[src/rtl/bist_loopback_if.sv]
// Control, functional-traffic and loopback bundle for bist_loopback.
interface bist_loopback_if #(
  parameter int unsigned TEST_CHANNELS = 70,
  parameter int unsigned ERR_W         = 16
);
  logic                     start;
  logic                     abort;
  logic [TEST_CHANNELS-1:0] input_channels;
  logic [TEST_CHANNELS-1:0] loop_channels;
  logic [TEST_CHANNELS-1:0] output_channels;
  logic                     busy;
  logic                     done;
  logic                     pass;
  logic [ERR_W-1:0]         err_count;

  modport master (
    output start, abort, input_channels, loop_channels,
    input  output_channels, busy, done, pass, err_count
  );

  modport slave (
    input  start, abort, input_channels, loop_channels,
    output output_channels, busy, done, pass, err_count
  );
endinterface

[src/rtl/bist_loopback.sv]
// LFSR loopback self-test with functional passthrough when idle/done.
// Optional first-failure capture ports: define BIST_ERR_CAPTURE_EN.
module bist_loopback #(
  parameter int unsigned TEST_CHANNELS = 70,
  parameter logic [31:0] SEED          = 32'hdeadbeef,
  parameter int unsigned TEST_CASES    = 1000,
  parameter int unsigned LATENCY       = 2,
  parameter int unsigned ERR_W         = 16
) (
  input  logic clk,
  input  logic reset_n,
  bist_loopback_if.slave bus
`ifdef BIST_ERR_CAPTURE_EN
  ,
  output logic [31:0]              first_fail_idx,
  output logic [TEST_CHANNELS-1:0] first_fail_mask
`endif
);

  localparam logic [31:0] SEED_EFF  = (SEED == 32'h0) ? 32'h1 : SEED;
  localparam logic [31:0] POLY      = 32'h80200003;
  localparam logic [31:0] LAST_CASE = 32'(TEST_CASES - 1);
  localparam logic [31:0] LAT       = 32'(LATENCY);
  localparam logic [TEST_CHANNELS+31:0] SEED_EXT = {{TEST_CHANNELS{1'b0}}, SEED_EFF};

  typedef enum logic [1:0] {IDLE, RUN, DRAIN, DONE} state_e;

  function automatic logic [31:0] lfsr_next(input logic [31:0] n);
    return (n >> 1) ^ (n[0] ? POLY : 32'h0);
  endfunction

  // Lower bits of {pattern, lfsr} equal ((pattern << 32) | lfsr) truncated.
  function automatic logic [TEST_CHANNELS-1:0] pat_shift(input logic [TEST_CHANNELS-1:0] p,
                                                         input logic [31:0] l);
    logic [TEST_CHANNELS+31:0] cat;
    cat = {p, l};
    return cat[TEST_CHANNELS-1:0];
  endfunction

  state_e                   state_q, state_d;
  logic [TEST_CHANNELS-1:0] gen_pat_q, gen_pat_d, chk_pat_q, chk_pat_d;
  logic [31:0]              gen_lfsr_q, gen_lfsr_d, chk_lfsr_q, chk_lfsr_d;
  logic [31:0]              sent_q, sent_d, checked_q, checked_d, wait_q, wait_d;
  logic [ERR_W-1:0]         err_q, err_d;
  logic                     busy, cmp_en, mismatch, start_ok;
`ifdef BIST_ERR_CAPTURE_EN
  logic [31:0]              ff_idx_q, ff_idx_d;
  logic [TEST_CHANNELS-1:0] ff_mask_q, ff_mask_d;
  logic                     ff_seen_q, ff_seen_d;
`endif

  always_comb begin
    state_d    = state_q;
    gen_pat_d  = gen_pat_q;
    gen_lfsr_d = gen_lfsr_q;
    chk_pat_d  = chk_pat_q;
    chk_lfsr_d = chk_lfsr_q;
    sent_d     = sent_q;
    checked_d  = checked_q;
    wait_d     = wait_q;
    err_d      = err_q;
`ifdef BIST_ERR_CAPTURE_EN
    ff_idx_d   = ff_idx_q;
    ff_mask_d  = ff_mask_q;
    ff_seen_d  = ff_seen_q;
`endif
    busy     = (state_q == RUN) || (state_q == DRAIN);
    cmp_en   = busy && (wait_q == LAT);
    mismatch = (bus.loop_channels != chk_pat_q);
    start_ok = bus.start && !bus.abort && ((state_q == IDLE) || (state_q == DONE));

    case (state_q)
      IDLE, DONE: begin
        if (start_ok) begin
          state_d    = RUN;
          gen_pat_d  = SEED_EXT[TEST_CHANNELS-1:0];
          gen_lfsr_d = lfsr_next(SEED_EFF);
          chk_pat_d  = SEED_EXT[TEST_CHANNELS-1:0];
          chk_lfsr_d = lfsr_next(SEED_EFF);
          sent_d     = '0;
          checked_d  = '0;
          wait_d     = '0;
          err_d      = '0;
`ifdef BIST_ERR_CAPTURE_EN
          ff_idx_d   = '0;
          ff_mask_d  = '0;
          ff_seen_d  = 1'b0;
`endif
        end
      end
      RUN: begin
        gen_pat_d  = pat_shift(gen_pat_q, gen_lfsr_q);
        gen_lfsr_d = lfsr_next(gen_lfsr_q);
        sent_d     = sent_q + 32'd1;
        if (sent_q == LAST_CASE) state_d = DRAIN;
      end
      default: ;
    endcase

    // Completion of checking overrides the RUN->DRAIN step, which skips DRAIN at zero latency.
    if (cmp_en) begin
      if (mismatch && (err_q != '1)) err_d = err_q + ERR_W'(1);
`ifdef BIST_ERR_CAPTURE_EN
      if (mismatch && !ff_seen_q) begin
        ff_idx_d  = checked_q;
        ff_mask_d = bus.loop_channels ^ chk_pat_q;
        ff_seen_d = 1'b1;
      end
`endif
      chk_pat_d  = pat_shift(chk_pat_q, chk_lfsr_q);
      chk_lfsr_d = lfsr_next(chk_lfsr_q);
      checked_d  = checked_q + 32'd1;
      if (checked_q == LAST_CASE) state_d = DONE;
    end

    if (busy && (wait_q != LAT)) wait_d = wait_q + 32'd1;
    if (busy && bus.abort) state_d = IDLE;
  end

  always_ff @(posedge clk or negedge reset_n) begin
    if (!reset_n) begin
      state_q    <= IDLE;
      gen_pat_q  <= '0;
      gen_lfsr_q <= '0;
      chk_pat_q  <= '0;
      chk_lfsr_q <= '0;
      sent_q     <= '0;
      checked_q  <= '0;
      wait_q     <= '0;
      err_q      <= '0;
`ifdef BIST_ERR_CAPTURE_EN
      ff_idx_q   <= '0;
      ff_mask_q  <= '0;
      ff_seen_q  <= 1'b0;
`endif
    end else begin
      state_q    <= state_d;
      gen_pat_q  <= gen_pat_d;
      gen_lfsr_q <= gen_lfsr_d;
      chk_pat_q  <= chk_pat_d;
      chk_lfsr_q <= chk_lfsr_d;
      sent_q     <= sent_d;
      checked_q  <= checked_d;
      wait_q     <= wait_d;
      err_q      <= err_d;
`ifdef BIST_ERR_CAPTURE_EN
      ff_idx_q   <= ff_idx_d;
      ff_mask_q  <= ff_mask_d;
      ff_seen_q  <= ff_seen_d;
`endif
    end
  end

  always_comb begin
    bus.output_channels = bus.input_channels;
    if (state_q == RUN)        bus.output_channels = gen_pat_q;
    else if (state_q == DRAIN) bus.output_channels = '0;
  end

  assign bus.busy      = busy;
  assign bus.done      = (state_q == DONE);
  assign bus.pass      = (state_q == DONE) && (err_q == '0);
  assign bus.err_count = err_q;
`ifdef BIST_ERR_CAPTURE_EN
  assign first_fail_idx  = ff_idx_q;
  assign first_fail_mask = ff_mask_q;
`endif

endmodule

[src/flat_wrapper.sv]
// flat-port wrapper written by rule: the top's interface ports become plain ports
module bist_loopback_flat 
#(
  parameter int unsigned TEST_CHANNELS = 70,
  parameter logic [31:0] SEED          = 32'hdeadbeef,
  parameter int unsigned TEST_CASES    = 1000,
  parameter int unsigned LATENCY       = 2,
  parameter int unsigned ERR_W         = 16
)
  (clk, reset_n, bus_start, bus_abort, bus_input_channels, bus_loop_channels, bus_output_channels, bus_busy, bus_done, bus_pass, bus_err_count);
  bist_loopback_if #(.TEST_CHANNELS(TEST_CHANNELS), .ERR_W(ERR_W)) bus_i ();
  input  logic clk;
  input  logic reset_n;
  input wire logic [$bits(bus_i.start)-1:0] bus_start;
  input wire logic [$bits(bus_i.abort)-1:0] bus_abort;
  input wire logic [$bits(bus_i.input_channels)-1:0] bus_input_channels;
  input wire logic [$bits(bus_i.loop_channels)-1:0] bus_loop_channels;
  output wire logic [$bits(bus_i.output_channels)-1:0] bus_output_channels;
  output wire logic [$bits(bus_i.busy)-1:0] bus_busy;
  output wire logic [$bits(bus_i.done)-1:0] bus_done;
  output wire logic [$bits(bus_i.pass)-1:0] bus_pass;
  output wire logic [$bits(bus_i.err_count)-1:0] bus_err_count;
  assign bus_i.start = bus_start;
  assign bus_i.abort = bus_abort;
  assign bus_i.input_channels = bus_input_channels;
  assign bus_i.loop_channels = bus_loop_channels;
  assign bus_output_channels = bus_i.output_channels;
  assign bus_busy = bus_i.busy;
  assign bus_done = bus_i.done;
  assign bus_pass = bus_i.pass;
  assign bus_err_count = bus_i.err_count;
  bist_loopback #(.TEST_CHANNELS(TEST_CHANNELS), .SEED(SEED), .TEST_CASES(TEST_CASES), .LATENCY(LATENCY), .ERR_W(ERR_W)) u_core (.clk(clk), .reset_n(reset_n), .bus(bus_i));
endmodule
[config.mk]
export PLATFORM = sky130hd
export DESIGN_NAME = bist_loopback_flat
export DESIGN_NICKNAME = d
export VERILOG_FILES = /design/src/rtl/bist_loopback_if.sv /design/src/rtl/bist_loopback.sv /design/src/flat_wrapper.sv
export SDC_FILE = /design/constraint.sdc
export NUM_CORES = 1
export LEC_CHECK = 0
export CORE_UTILIZATION = 40
export DETAILED_ROUTE_END_ITERATION = 6
export GPL_ROUTABILITY_DRIVEN = 0
export GPL_TIMING_DRIVEN = 1
export HOLD_SLACK_MARGIN = 0.08
export MAX_ROUTING_LAYER = met4
export SYNTH_ARGS = -nofsm -noshare
export SYNTH_HDL_FRONTEND = slang
export SYNTH_SLANG_ARGS = --single-unit
[constraint.sdc]
create_clock -name clk -period 3.9 [get_ports clk]
set_clock_uncertainty 0.15 [all_clocks]
set_input_delay 0.585 -clock clk [delete_from_list [all_inputs] [get_ports clk]]
set_output_delay 0.585 -clock clk [all_outputs]
set_load 0.02 [all_outputs]
# [Yosys cells after proc, flatten, opt, wreduce, memory -nomap -nowiden]
# Cells that the tools add are included.
# W data, S select, Z words.
[totals] regBits=318 input_bits=144 out_inout_bits=89 word_cells=73
[classes] n_addsub=4 eq_ne=10 n_mux=27 n_bitwise=2 n_reduce_logical=21
[ops] cell="$mux W70" count=5
[ops] cell="$mux W32" count=9
[ops] cell="$pmux W70 S2" count=1
[ops] cell="$pmux W32 S2" count=2
[ops] cell="$add A32 B1 Y32 const B" count=3
[ops] cell="$ne A70 B70 Y1" count=1
[ops] cell="$eq A32 B10 Y1 const B" count=2
[ops] cell="$mux W16" count=4
[ops] cell="$xor A31 B32 Y32" count=2
[ops] cell="$eq A32 B2 Y1 const B" count=1
[ops] cell="$ne A32 B2 Y1 const B" count=1
[ops] cell="$add A16 B1 Y16 const B" count=1
[ops] cell="$logic_not A16 Y1" count=1
[ops] cell="$ne A16 B16 Y1 const B" count=1
[ops] cell="$mux W2" count=5
[ops] cell="$reduce_bool A2 Y1" count=5
[ops] cell="$logic_and A1 B1 Y1" count=7
[ops] cell="$reduce_and A2 Y1" count=3
[ops] cell="$eq A2 B2 Y1 const B" count=2
[ops] cell="$pmux W2 S2" count=1
[ops] cell="$eq A2 B1 Y1 const B" count=1
[ops] cell="$logic_not A2 Y1" count=1
[ops] cell="$logic_or A1 B1 Y1" count=2
[ops] cell="$ne A2 B1 Y1 const B" count=1
[ops] cell="other kinds (2)" count=2

# [Logic depth before layout (Yosys ltp)]
[depth] ltp_word=8 mapped_depth=10 depth_no_buf=8

# [Worst setup path after synthesis]
# Ideal clock, no wire load.
[synth_path] kind="register -> register" start="reg u_core.state_q[1]" end="reg u_core.checked_q[22]" setup_ns=0.129 t_arrival_ns=2.307 required_ns=3.621 setup_slack_ns=1.314 stages_incl_launch_ff=9 n_path_buf=1 synth_period_minus_slack_ns=2.586 cell_sequence="dfrtp_1 ha_1 inv_1 or3_1 clkbuf_1 o31a_1 or4_1 o211ai_1 o31ai_1"
[synth_between] elab_chain_cells=5 word_cells_on_any_way=13 classes_between="eq/ne: 3; mux: 1; reduce/logical: 9"
[synth_lines] item="start: declaration" line_no="bist_loopback.sv:40" rtl="state_e state_q, state_d;"
[synth_lines] item="start signal: assignment" line_no="bist_loopback.sv:137" rtl="state_q <= state_d;"
[synth_lines] item="$eq A2 B1 Y1 / $eq A2 B2 Y1 (equally long branches)" line_no="bist_loopback.sv:67" rtl="busy = (state_q == RUN) || (state_q == DRAIN);"
[synth_lines] item="$logic_or A1 B1 Y1 *" line_no="bist_loopback.sv:67"
[synth_lines] item="net bus_busy" line_no="flat_wrapper.sv:19" rtl="output wire logic [$bits(bus_i.busy)-1:0] bus_busy;"
[synth_lines] item="$logic_and A1 B1 Y1 *" line_no="bist_loopback.sv:68" rtl="cmp_en = busy && (wait_q == LAT);"
[synth_lines] item="$reduce_bool A2 Y1 (no source line)"
[synth_lines] item="$reduce_and A2 Y1 (no source line)"
[synth_lines] item="end signal: assignment" line_no="bist_loopback.sv:143" rtl="checked_q <= checked_d;"
[synth_lines] item="end: declaration" line_no="bist_loopback.sv:43" rtl="logic [31:0] sent_q, sent_d, checked_q, checked_d, wait_q, wait_d;"
# The timed path passes the listed nets; every way through them passes the cells marked *.
# A chain may end at the register's enable or synchronous reset.

# [Final worst setup path]
[layout_path] start="reg u_core.state_q[0]" end="out bus_output_channels[13]"
[layout_between] elab_chain_cells=3 word_cells_on_any_way=4 classes_between="eq/ne: 2; mux: 2"
[layout_lines] item="$eq A2 B2 Y1" line_no="bist_loopback.sv:157" rtl="else if (state_q == DRAIN) bus.output_channels = '0;"
[layout_lines] item="$mux W70" line_no="bist_loopback.sv:157"
[layout_lines] item="$mux W70 *" line_no="bist_loopback.sv:156" rtl="if (state_q == RUN) bus.output_channels = gen_pat_q;"
[layout_lines] item="end: declaration" line_no="flat_wrapper.sv:18" rtl="output wire logic [$bits(bus_i.output_channels)-1:0] bus_output_channels;"
# Mark *: on every way between the ends. The rest lies on a longest branch, timed or not.

==> flow_summary.ini <==
[setup_path]
critPathRequiredTime_ns = 3.16
end_kind = output port
cp-start-kind = flop
reg2reg_to = u_core.checked_q[31]$_DFFE_PN0P_
rr_worst_depth = 9
cp_max_fo = 70
r2r-start = u_core.state_q[0]$_DFF_PN0_
critPathArrivalTime_ns = 2.85
startpoint = u_core.state_q[0]$_DFF_PN0_
r2r_slack_ns = 0.89
worstSetupPathType = reg2out

[global_routing]
antenna_found_initial = 0
grt_overflow = 0
grt_max_degree = 94
grt_pass1_wl_um = 58730
grt_pass1_vias = 11160
grt_util_all_layers = 0.2271

[pwr]
power_frac_comb = 0.356
p_total_mw = 9.348
swShare = 0.3664
p_clk_frac = 0.280
powerDensity_mw_per_mm2 = 574.2
p_switching_mw = 3.425
peakVddDrop_mv = 0.4282
p_leak_nw = 6.856
power_frac_seq = 0.364
p_int_mw = 5.923

[cts]
cts_htree_levels = 1
cts_tree = built
clk_pin_slew_worst_paths_ns = 0.06
post_cts_resized = 0
clock_path_buffers = 3
cts_buffers = 28
cts-root-buf = clkbuf_16
post_cts_buffers = 0
cts_sinks = 242
clock_latency_ns = 0.55
cts_hold_buf = 1

[synthesis]
yosysWarnings = 0
synth-edff-count = 0
yosysUniqueCellTypes = 53
synth_xor_area_frac = 0.08206
synth.area.mux_share = 0.004073
avgSynthCellArea_um2 = 8.728
synth-seq-cells = 242
async_flop_share = 1.000
synthFlopType = dfrtp_1
synth_top_family_by_area = simple AND/OR/NAND/NOR gates
synth_nets = 1596
synth_area_mm2 = 0.01259
synth_fa_ha_area_frac = 0.008941
netlist_instances = 1443
synth_seq_area_share = 0.4808
synth-simple-area-share = 0.2547
synth_compound_area_frac = 0.1361

[die]
die_y_um = 179.4
start_util = 0.4096
rows = 64
fp.dieArea_mm2 = 0.03220
die_x_um = 179.4
core_area_mm2 = 0.03075
boundaryPins = 233

[timing]
setup_violations = 0
finalMaxSlewViolations = 0
min_period_ns = 3.589
fin_crit_sh = 0.9203
rsz0062_at_grt = no
slew_headroom = 0.4069
worst_pin_slew_ns = 0.8829
hold_violations = 0
setup_tns_ns = 0
fmax_mhz = 278.6

[cells_and_area]
fin_cells = 2061
diodes = 0
syn_to_final_growth_pct = 29.26
fin_nets = 1798
drive_above_1_share = 0.05225
final.fill_count = 2854

[detailed_routing]
drt_pass1_iterations = 5
antenna_left = 0
via_per_inst = 5.397
met3_length_um = 1287
wl_met2_um = 16680
drc = 0
drt_iter0_markers = 742
drt-total-wl_um = 35290
post_drt_wl_per_cell_um = 17.12
highest_layer = met4
met1_length_um = 16660
vias = 11120

[place]
dp_hpwl_um = 23920
placed_cells = 2010
portBuffers = 232

[min_path]
hp-start = u_core.chk_lfsr_q[21]$_DFFE_PN0P_
holdPathEnd = u_core.chk_lfsr_q[20]$_DFFE_PN0P_
hold_class = reg2reg
hold_depth = 2

[flow_run]
cap_viol_max_count = 0

[run_status]
status = finished clean
==> routing by layer <==
metal | vias to the layer above | track usage
met5 | - | -
met4 | 0 | 0.05207
met3 | 47 | 0.02532
met2 | 220 | 0.3639
met1 | 5413 | 0.3096
li1 | 5444 | -
==> worst max-delay path by stage <==
stage / to / slack [ns] / cells past startpoint
after floorplan: u_core.checked_q[22]$_DFFE_PN0P_ / 1.31 / 8
after global placement: u_core.bus.err_count[6]$_DFF_PN0_ / 0.78 / 7
after detailed placement: u_core.bus.err_count[7]$_DFF_PN0_ / 0.71 / 7
after CTS: bus_output_channels[13] / 0.27 / 7
after global routing: bus_output_channels[24] / 0.13 / 7
final: bus_output_channels[13] / 0.31 / 7
==> through the flow <==
step / utilization / instance area [µm²] / hold WS [ns] / setup slack (ns)
final: 0.5294 / 16280 / 0.3271 / 0.3108
after global routing: 0.5294 / 16280 / 0.3569 / 0.1290
after CTS: 0.5294 / 16280 / 0.3330 / 0.2742
after detailed placement: 0.4992 / 15350 / 0.3098 / 0.7145
after global placement: 0.4992 / 15350 / 0.3129 / 0.7772
after floorplan: - / 12590 / 0.1394 / 1.314
==> cells by family (layout without fill, tap and decap cells) <==
kind of cell,Yosys count,count (layout)
AND/OR/NAND/NOR,692,692
AO/OA/AOI/OAI,266,266
flip-flops,242,242
XOR/XNOR,118,118
buffers and inverters,111,333
adder cells (fa/ha/maj),9,9
multiplexers,5,5
==> final cells by class <==
class                   count  area [µm²]  area share
repair buffers            254        2545      0.1563
inverters                  29       108.9    0.006687
multi-input cells        1090        6155      0.3781
flip-flops and latches    242        6056      0.3720
clock buffers              37       784.5     0.04819
well taps                 396       495.5     0.03044
clock inverters            13       135.1    0.008301
==> registers in the layout, summed over array words and instances (netlist names) <==
name / cells
u_core.gen_lfsr_q: 31
u_core.sent_q: 32
u_core.checked_q: 32
u_core.state_q: 2
u_core.chk_lfsr_q: 31
u_core.chk_pat_q: 33
u_core.bus.err_count: 16
u_core.wait_q: 32
u_core.gen_pat_q: 33
==> synth_stat cells, types with 17 or more instances <==
library cell	instances	area share
clkbuf_1	70	0.021
xnor2_1	89	0.062
nor4_1	42	0.021
nand4_1	40	0.020
o21ai_0	104	0.041
a21oi_1	47	0.019
nand3_1	55	0.022
xor2_1	29	0.020
dfrtp_1	242	0.48
o22a_1	23	0.016
a22o_1	26	0.018
inv_1	29	0.0086
nor3_1	26	0.010
nand2_1	356	0.11
nor2_1	92	0.027
and3_1	17	0.0084
o31ai_1	18	0.011
==> power by group through the flow <==
stage | clock network (mW) | registers, mW | logic (mW)
final | 2.62 | 3.40 | 3.33
after global routing | 2.77 | 3.46 | 3.68
after detailed placement | 0 | 3.44 | 3.36
after floorplan | 0 | 3.31 | 2.00
after global placement | 0 | 3.44 | 3.33
after CTS | 2.67 | 3.40 | 3.38
==> critical path: stages, from the launching register on <==
cell,delay [ns]
dfrtp_1,0.38
inv_1,0.06
ha_1,0.29
nor2_4,0.12
buf_4,0.53
nand2_1,0.15
nand2_1,0.10
clkdlybuf4s50_1,0.62
==> layout by cell type (no fill, tap or decap), types with 4 or more instances in the layout <==
master           Yosys  final
nand2_1            356    356
dfrtp_1            242    242
clkdlybuf4s50_1      0    231
o21ai_0            104    103
nor2_1              92     90
xnor2_1             89     89
nand3_1             55     55
a21oi_1             47     47
nor4_1              42     42
nand4_1             40     40
inv_1               29     29
xor2_1              29     29
clkbuf_16            0     28
a22o_1              26     26
nor3_1              26     24
o22a_1              23     23
o31ai_1             18     18
and3_1              17     17
buf_4                0     17
a31oi_1             15     15
and4_1              14     14
or3_1               13     12
o221ai_1            11     11
and2_1               8      8
ha_1                 9      8
clkinv_2             0      8
nor4b_1              6      6
nand2b_1             5      5
o211ai_1             5      5
clkbuf_8             0      5
nor4_2               4      4
or4_1                4      4
nor2b_1              4      4
mux2i_1              4      4
clkbuf_1            70      4
buf_12               0      4
Power figures use the tool's default switching activity.
